**config.mk**
```make
export PLATFORM = sky130hd
export DESIGN_NAME = capacity_tracker
export DESIGN_NICKNAME = d
export VERILOG_FILES = /design/src/rtl/capacity_pkg.sv /design/src/rtl/capacity_tracker_step_timer.sv /design/src/rtl/capacity_tracker.sv
export SDC_FILE = /design/constraint.sdc
export NUM_CORES = 1
export LEC_CHECK = 0
export ABC_AREA = 1
export CAP_MARGIN = 40
export CELL_PAD_IN_SITES_DETAIL_PLACEMENT = 1
export CELL_PAD_IN_SITES_GLOBAL_PLACEMENT = 1
export CORE_UTILIZATION = 30
export CTS_CLUSTER_SIZE = 20
export DETAILED_ROUTE_END_ITERATION = 8
export GPL_ROUTABILITY_DRIVEN = 0
export PLACE_DENSITY_LB_ADDON = 0.25
export SLEW_MARGIN = 40
export SYNTH_ARGS = -nofsm -noshare
export SYNTH_HDL_FRONTEND = slang
export SYNTH_SLANG_ARGS = --single-unit
```
**constraint.sdc**
```tcl
create_clock -name clk -period 3.7 [get_ports clk]
set_clock_uncertainty 0.05 [all_clocks]
set_input_delay 0.37 -clock clk [delete_from_list [all_inputs] [get_ports clk]]
set_output_delay 0.37 -clock clk [all_outputs]
set_load 0.02 [all_outputs]
```
**src/rtl/capacity_pkg.sv**
```systemverilog
// Shared definitions for the capacity check / capacity tracker pair:
// bus width default, tracker state encoding and the occupancy clamp helper.
package capacity_pkg;

    localparam int CAP_WIDTH = 4;

    localparam logic [1:0] ST_IDLE   = 2'd0;
    localparam logic [1:0] ST_LOAD   = 2'd1;
    localparam logic [1:0] ST_UNLOAD = 2'd2;
    localparam logic [1:0] ST_DONE   = 2'd3;

    // Unsigned minimum, used to keep a requested occupancy within the permitted maximum.
    function automatic logic [CAP_WIDTH-1:0] min_cap(
        input logic [CAP_WIDTH-1:0] a,
        input logic [CAP_WIDTH-1:0] b
    );
        min_cap = (a < b) ? a : b;
    endfunction

endpackage

```
**src/rtl/capacity_tracker_step_timer.sv**
```systemverilog
// Modulo-STEP_CYCLES counter pacing one boarding/alighting unit; tc is high
// during the last cycle of each step period.
module step_timer #(
    parameter int STEP_CYCLES = 4
) (
    input  logic clk,
    input  logic rst,
    input  logic clr,
    input  logic run,
    output logic tc
);

    localparam int CNT_W = (STEP_CYCLES > 1) ? $clog2(STEP_CYCLES) : 1;
    localparam logic [CNT_W-1:0] CNT_LAST = CNT_W'(STEP_CYCLES - 1);

    logic [CNT_W-1:0] cnt_r;

    // Step counter: cleared on request, wraps after the terminal count.
    always_ff @(posedge clk or posedge rst) begin
        if (rst) begin
            cnt_r <= {CNT_W{1'b0}};
        end else if (clr) begin
            cnt_r <= {CNT_W{1'b0}};
        end else if (run) begin
            if (cnt_r == CNT_LAST) begin
                cnt_r <= {CNT_W{1'b0}};
            end else begin
                cnt_r <= cnt_r + {{(CNT_W-1){1'b0}}, 1'b1};
            end
        end else begin
            cnt_r <= cnt_r;
        end
    end

    assign tc = run && !clr && (cnt_r == CNT_LAST);

endmodule

```
**src/rtl/capacity_tracker.sv**
```systemverilog
// Registered occupancy stage: walks cap_curr toward a latched, clamped target
// one unit per STEP_CYCLES clocks while the door is open.
module capacity_tracker
    import capacity_pkg::*;
#(
    parameter int WIDTH       = CAP_WIDTH,
    parameter int STEP_CYCLES = 4,
    parameter int RESET_CAP   = 0
) (
    input  logic             clk,
    input  logic             rst,
    input  logic             en,
    input  logic             door_open,
    input  logic [WIDTH-1:0] cap_max,
    input  logic [WIDTH-1:0] cap_target,
    output logic [WIDTH-1:0] cap_curr,
    output logic [1:0]       state,
    output logic             busy,
    output logic             full,
    output logic             empty,
    output logic             done
);

    localparam logic [WIDTH-1:0] CAP_TOP  = {WIDTH{1'b1}};
    localparam logic [WIDTH-1:0] CAP_ZERO = {WIDTH{1'b0}};
    localparam logic [WIDTH-1:0] CAP_ONE  = {{(WIDTH-1){1'b0}}, 1'b1};

    logic [1:0]       state_r;
    logic [1:0]       state_nxt_s;
    logic [WIDTH-1:0] cap_curr_r;
    logic [WIDTH-1:0] cap_nxt_s;
    logic [WIDTH-1:0] target_r;
    logic [WIDTH-1:0] target_nxt_s;
    logic [WIDTH-1:0] clamp_s;
    logic [WIDTH-1:0] cap_inc_s;
    logic [WIDTH-1:0] cap_dec_s;
    logic             busy_r;
    logic             done_r;
    logic             moving_s;
    logic             tick_s;

    assign clamp_s   = min_cap(cap_target, cap_max);
    assign cap_inc_s = cap_curr_r + CAP_ONE;
    assign cap_dec_s = cap_curr_r - CAP_ONE;
    assign moving_s  = (state_r == ST_LOAD) || (state_r == ST_UNLOAD);

    step_timer #(
        .STEP_CYCLES (STEP_CYCLES)
    ) u_step_timer (
        .clk (clk),
        .rst (rst),
        .clr (!moving_s || !door_open),
        .run (door_open),
        .tc  (tick_s)
    );

    // Next-state, next-occupancy and target latch decisions.
    always_comb begin
        state_nxt_s  = state_r;
        cap_nxt_s    = cap_curr_r;
        target_nxt_s = target_r;
        case (state_r)
            ST_IDLE: begin
                if (en && door_open) begin
                    target_nxt_s = clamp_s;
                    if (clamp_s > cap_curr_r) begin
                        state_nxt_s = ST_LOAD;
                    end else if (clamp_s < cap_curr_r) begin
                        state_nxt_s = ST_UNLOAD;
                    end else begin
                        state_nxt_s = ST_DONE;
                    end
                end else begin
                    state_nxt_s = ST_IDLE;
                end
            end
            ST_LOAD: begin
                if (!door_open) begin
                    state_nxt_s = ST_IDLE;
                end else if (tick_s && (cap_curr_r != CAP_TOP) && (cap_curr_r != target_r)) begin
                    cap_nxt_s = cap_inc_s;
                    if (cap_inc_s == target_r) begin
                        state_nxt_s = ST_DONE;
                    end else begin
                        state_nxt_s = ST_LOAD;
                    end
                end else begin
                    state_nxt_s = ST_LOAD;
                end
            end
            ST_UNLOAD: begin
                if (!door_open) begin
                    state_nxt_s = ST_IDLE;
                end else if (tick_s && (cap_curr_r != CAP_ZERO) && (cap_curr_r != target_r)) begin
                    cap_nxt_s = cap_dec_s;
                    if (cap_dec_s == target_r) begin
                        state_nxt_s = ST_DONE;
                    end else begin
                        state_nxt_s = ST_UNLOAD;
                    end
                end else begin
                    state_nxt_s = ST_UNLOAD;
                end
            end
            ST_DONE: begin
                state_nxt_s = ST_IDLE;
            end
            default: begin
                state_nxt_s = ST_IDLE;
            end
        endcase
    end

    // State, occupancy and registered status flags.
    always_ff @(posedge clk or posedge rst) begin
        if (rst) begin
            state_r    <= ST_IDLE;
            cap_curr_r <= WIDTH'(RESET_CAP);
            target_r   <= CAP_ZERO;
            busy_r     <= 1'b0;
            done_r     <= 1'b0;
        end else begin
            state_r    <= state_nxt_s;
            cap_curr_r <= cap_nxt_s;
            target_r   <= target_nxt_s;
            busy_r     <= (state_nxt_s == ST_LOAD) || (state_nxt_s == ST_UNLOAD);
            done_r     <= (state_nxt_s == ST_DONE);
        end
    end

    assign cap_curr = cap_curr_r;
    assign state    = state_r;
    assign busy     = busy_r;
    assign done     = done_r;
    assign full     = (cap_curr_r >= cap_max);
    assign empty    = (cap_curr_r == CAP_ZERO);

endmodule

```
Word-level counts from Yosys, hierarchy flattened --
Index checks and enable logic that the tools add are counted.
Storage, ports and cells: input port bits 12, flip-flop bits (word level) 14, output and inout port bits 10
Cells by class: add/subtract/negate cells 3, mux-type cells 19, equal/unequal tests 15, reductions and logical operators 20, magnitude comparators 4
Operator list (count):
- $mux 2 | 10
- $mux 4 | 5
- $eq 2x2->1 const B | 5
- $eq 4x4->1 | 2
- $lt 4x4->1 | 2
- $pmux 2 s4 | 1
- $pmux 4 s2 | 1
- $logic_and 1x1->1 | 7
- $reduce_and 5->1 | 1
- $add 4x1->4 const B | 1
- $eq 2x1->1 const B | 2
- $ge 4x4->1 | 1
- $gt 4x4->1 | 1
- $logic_not 4->1 | 1
- $ne 2x1->1 const B | 2
- $ne 2x2->1 const B | 2
- $ne 4x4->1 | 1
- $ne 4x4->1 const B | 1
- $reduce_bool 2->1 | 2
- $reduce_bool 4->1 | 1
- $sub 4x1->4 const B | 1
- $logic_not 1->1 | 3
- $logic_or 1x1->1 | 3
- $add 2x1->2 const B | 1
- 3 further kinds | 4

Depth between registers and ports, before layout --
depth in word-level cells 14, depth in mapped cells 16, gate-level depth less buffers 16

Cells and area by module --
From an unflattened synthesis, not the netlist that was laid out.
Second synthesis, totals: cells, all modules 210, area, all modules 1427.6 sq um
Modules (own cells, without submodules):
- capacity_tracker | times used 1, area an instance 1307.5 sq um, seq. area each 300.3 sq um, cells an instance 195
- step_timer | times used 1, area an instance 120.1 sq um, seq. area each 50.0 sq um, cells an instance 15

Least setup slack after synthesis --
OpenSTA, ideal clock, no wires.
path kind in2reg, start point input cap_max[3], end point register busy_r (netlist: busy), arrival time 2.176 ns, buffers on the path 0, stages 13, setup slack 1.348 ns, setup time 0.126 ns, required time 3.524 ns, cell sequence inv_1 ha_1 a21oi_1 nand2_1 nand2_1 nand2_1 ha_1 a21oi_1 o21ai_0 o21ai_0 nand3_1 nand2_1 ha_1
On the way: elaborated cells on any way between the ends 11
RTL lines:
- start, declared | RTL line capacity_tracker.sv:14 | input logic [WIDTH-1:0] cap_max,
- $lt 4x4->1 * | RTL line capacity_pkg.sv:17 | min_cap = (a < b) ? a : b;
- $mux 4 * | RTL line capacity_pkg.sv:17
- via clamp_s[1] | RTL line capacity_tracker.sv:34 | logic [WIDTH-1:0] clamp_s;
- $gt 4x4->1 * | RTL line capacity_tracker.sv:66 | if (clamp_s > cap_curr_r) begin
- $mux 2 * | RTL line capacity_tracker.sv:66
- $mux 2 * | RTL line capacity_tracker.sv:64 | if (en && door_open) begin
- $pmux 2 s4 * | RTL line capacity_tracker.sv:62 | case (state_r)
- via state_nxt_s[1] | RTL line capacity_tracker.sv:29 | logic [1:0] state_nxt_s;
- $eq 2x1->1 or $eq 2x2->1 (tied branches) | RTL line capacity_tracker.sv:126 | busy_r <= (state_nxt_s == ST_LOAD) || (state_nxt_s == ST_UNLOAD);
- $logic_or 1x1->1 * | RTL line capacity_tracker.sv:126
- end signal, assigned | RTL line capacity_tracker.sv:126
- end, declared | RTL line capacity_tracker.sv:37 | logic busy_r;
Mark *: on every way through the listed nets, which the timed path passes. The rest lies on a longest branch. A chain may end at the register's enable or synchronous reset.

Final worst setup path --
Ends and elaborated chain as after synthesis.

==> impl_metrics.ini <==
[yosys]
synth_area_leader_cell = dfrtp_1
syn-num-nets = 234
yosysMostFrequentCell = nand2_1
synth_adder_area_share_pct = 18.0
syn-mean-instance-area_um2 = 6.88
synth_compound_area_share_pct = 5.86
ys.flop_type = dfrtp_1
yosys.area_share.xor_xnor_pct = 1.89
synth_warnings = 0
yosys.area_share.simple_pct = 40.1
synth_top_family_by_area = simple AND/OR/NAND/NOR gates
synth-seq-cells = 14
syn-cell-area_um2 = 1390
netlist_instances = 202
ys_types = 25
synth-edff-count = 0
yosys-mux-area-fraction_pct = 0
synthTopCellsByArea = dfrtp_1 25%, nand2_1 20%, ha_1 18%, inv_1 6.2%, nand3_1 4.7%
synth_top_area_share_pct = 25.2
async_flop_share_pct = 100
synthTopCellsByCount = 75 x nand2_1, 23 x inv_1, 20 x ha_1
yosysSeqAreaShare_pct = 25.2

[timing]
fin_crit_sh_pct = 76.3
tightestPinTransition_ps = 585
slew_headroom_pct = 61.0
rsz0062_at_grt = no
report.final.slew_viol_count = 0
setup_tns_ps = 0
hold_violations = 0
fmaxAchievable_ghz = 0.354
setup_viol = 0
period_needed_ps = 2820

[grt]
antenna_found_initial = 0
grt_overflow = 0
grt_pass1_vias = 1377
grt_pass1_wl_um = 6330
grt_max_degree = 15
track_usage_pct = 16.0

[finish]
area_growth_pct = 22.2
fill_cells = 560
drive_gt1_share_pct = 10.2
regArea_um2 = 350
multi_input_area_um2 = 915
n_antenna_cell = 0
layout.nets = 258
finish.instance_area_um2 = 1700

[worst_setup_path]
cp_slowest_cell = clkdlybuf4s50_1
cp_cell_sequence = clkdlybuf4s50_1 -> inv_1 -> ha_1 -> a21oi_1 -> nand2_1 -> nand2_1 -> nand2_1 -> ha_1 -> nand2_1 -> o21ai_0 -> o21ai_0 -> nand3_1 -> nand2_1 -> ha_1
crit_arrival_ps = 2910
r2r_start = cap_curr[0]
endpoint_kind = flip-flop
worstPathRequired_ps = 3780
cp_max_fo = 4
path_common_cell = nand2_1
worstSetupStartpointType = input pin
crit_path_max_incr_delay_ps = 480
crit_type = in -> reg
cp-startpoint = cap_max[3]

[routing]
drtPass1Iterations = 4
wl_per_cell_um = 13.3
vias = 1349
drc = 0
drt_iter0_drc = 12
post_drt_via_cell_ratio = 4.87
totalWireLength_um = 3680
ant_nets = 0

[clocking]
cts_buffer_depth = 2
clk_pin_slew_worst_paths_ps = 60
cts_setup_buffers = 0
h-tree-depth = 1
clk_latency_ps = 250
clock-sinks = 14
numCtsBuffers = 3
cts_root_buf = clkbuf_8
ctsHoldBuffers = 0
cts_tree = yes
post_cts_resized = 0

[placement]
dpl_cell_area_um2 = 1640
hpwl_um = 3080
io_buffers = 21

[power]
p_leak_uw = 0.000896
vdd.ir_drop.worst_mv = 0.245
p_per_area_nw_per_um2 = 724
p_total_uw = 1230

[die]
initial_core_util_pct = 31.5
dieWidth_um = 70.0
die_h_um = 70.0
die-area_um2 = 4910
core_um2 = 4410
row_count = 24
io-pin-count = 22

[outcome]
status = finished, final reports clean

[flow_run]
maxCapViolations = 0

[min_path]
holdCritStartpoint = u_step_timer.cnt_r[0]
min_path_type = reg -> reg
[flip-flops by register name (all words and copies together), names as in the netlist]
register            count
cap_curr                4
busy                    1
u_step_timer.cnt_r      2
state                   2
target_r                4
done                    1
[path summary, 6_finish.rpt]
check	end	slack [ps]	cells after the start
max	busy	880	14
min	u_step_timer.cnt_r[0]	400	1
max reg2reg	busy	1500	12
min reg2reg	u_step_timer.cnt_r[0]	400	1
max in group asynchronous	u_step_timer.cnt_r[0]	2780	2
min in group asynchronous	state[1]	430	2
[layer usage]
layer / share of wire [%] / routed length [um] / track usage (%) / vias to the layer above
met5: 0 / 0 / 0 / -
met4: 1.1 / 42 / 3.33 / 0
met3: 1.6 / 60 / 2.16 / 6
met2: 49 / 1820 / 28.3 / 17
met1: 48 / 1760 / 20.6 / 635
li1: - / - / - / 691
[layout make-up]
cell class              count  share of cell area (%)
multi-input cells         159                    53.9
flip-flops and latches     14                    20.6
repair buffers             21                    12.4
inverters                  27                    5.97
well taps                  52                    3.83
clock buffers               4                    3.24
[placed cells by master, fill, tap and decap left out, types with 3 or more instances in the layout]
master and instances:
nor3_1 3, nand2_2 8, ha_1 20, clkdlybuf4s50_1 21
nand4_1 5, inv_2 4, dfrtp_1 14, inv_1 23
nand2_1 75, a21oi_1 4, nor2_1 9, o21ai_0 6
clkbuf_8 4, nand3_1 13
[metrics by stage]
stage                     utilization, %  hold WS, ps  setup WS (ps)  cells
after detailed placement            37.2          395            589    273
after global routing                38.4          422            611    277
after global placement              37.2          379            700    273
after CTS                           38.4          403            850    277
after floorplan                        -          209           1350    202
final                               38.4          403            877    277
[worst max-delay path: cells and delay by family]
kind                     cells  cell delay (ps)
adder cells (fa/ha/maj)      3              850
AND/OR/NAND/NOR              6              520
AO/OA/AOI/OAI                3              630
buffers and inverters        2              540
[power by group]
part | switching, uW | total [uW] | internal, uW
Combinational | 469 | 777 | 308
Sequential | 97.0 | 300 | 203
Clock | 57.2 | 151 | 94.3
[logic make-up after synthesis]
kind of cell	count (synthesis)
AOI/OAI and AO/OA	15
buffers and inverters	29
adders and majority gates	20
DFF	14
xor gates and xnor gates	3
and+or+nand+nor	121
No activity file was read; power rests on OpenSTA's default activity.
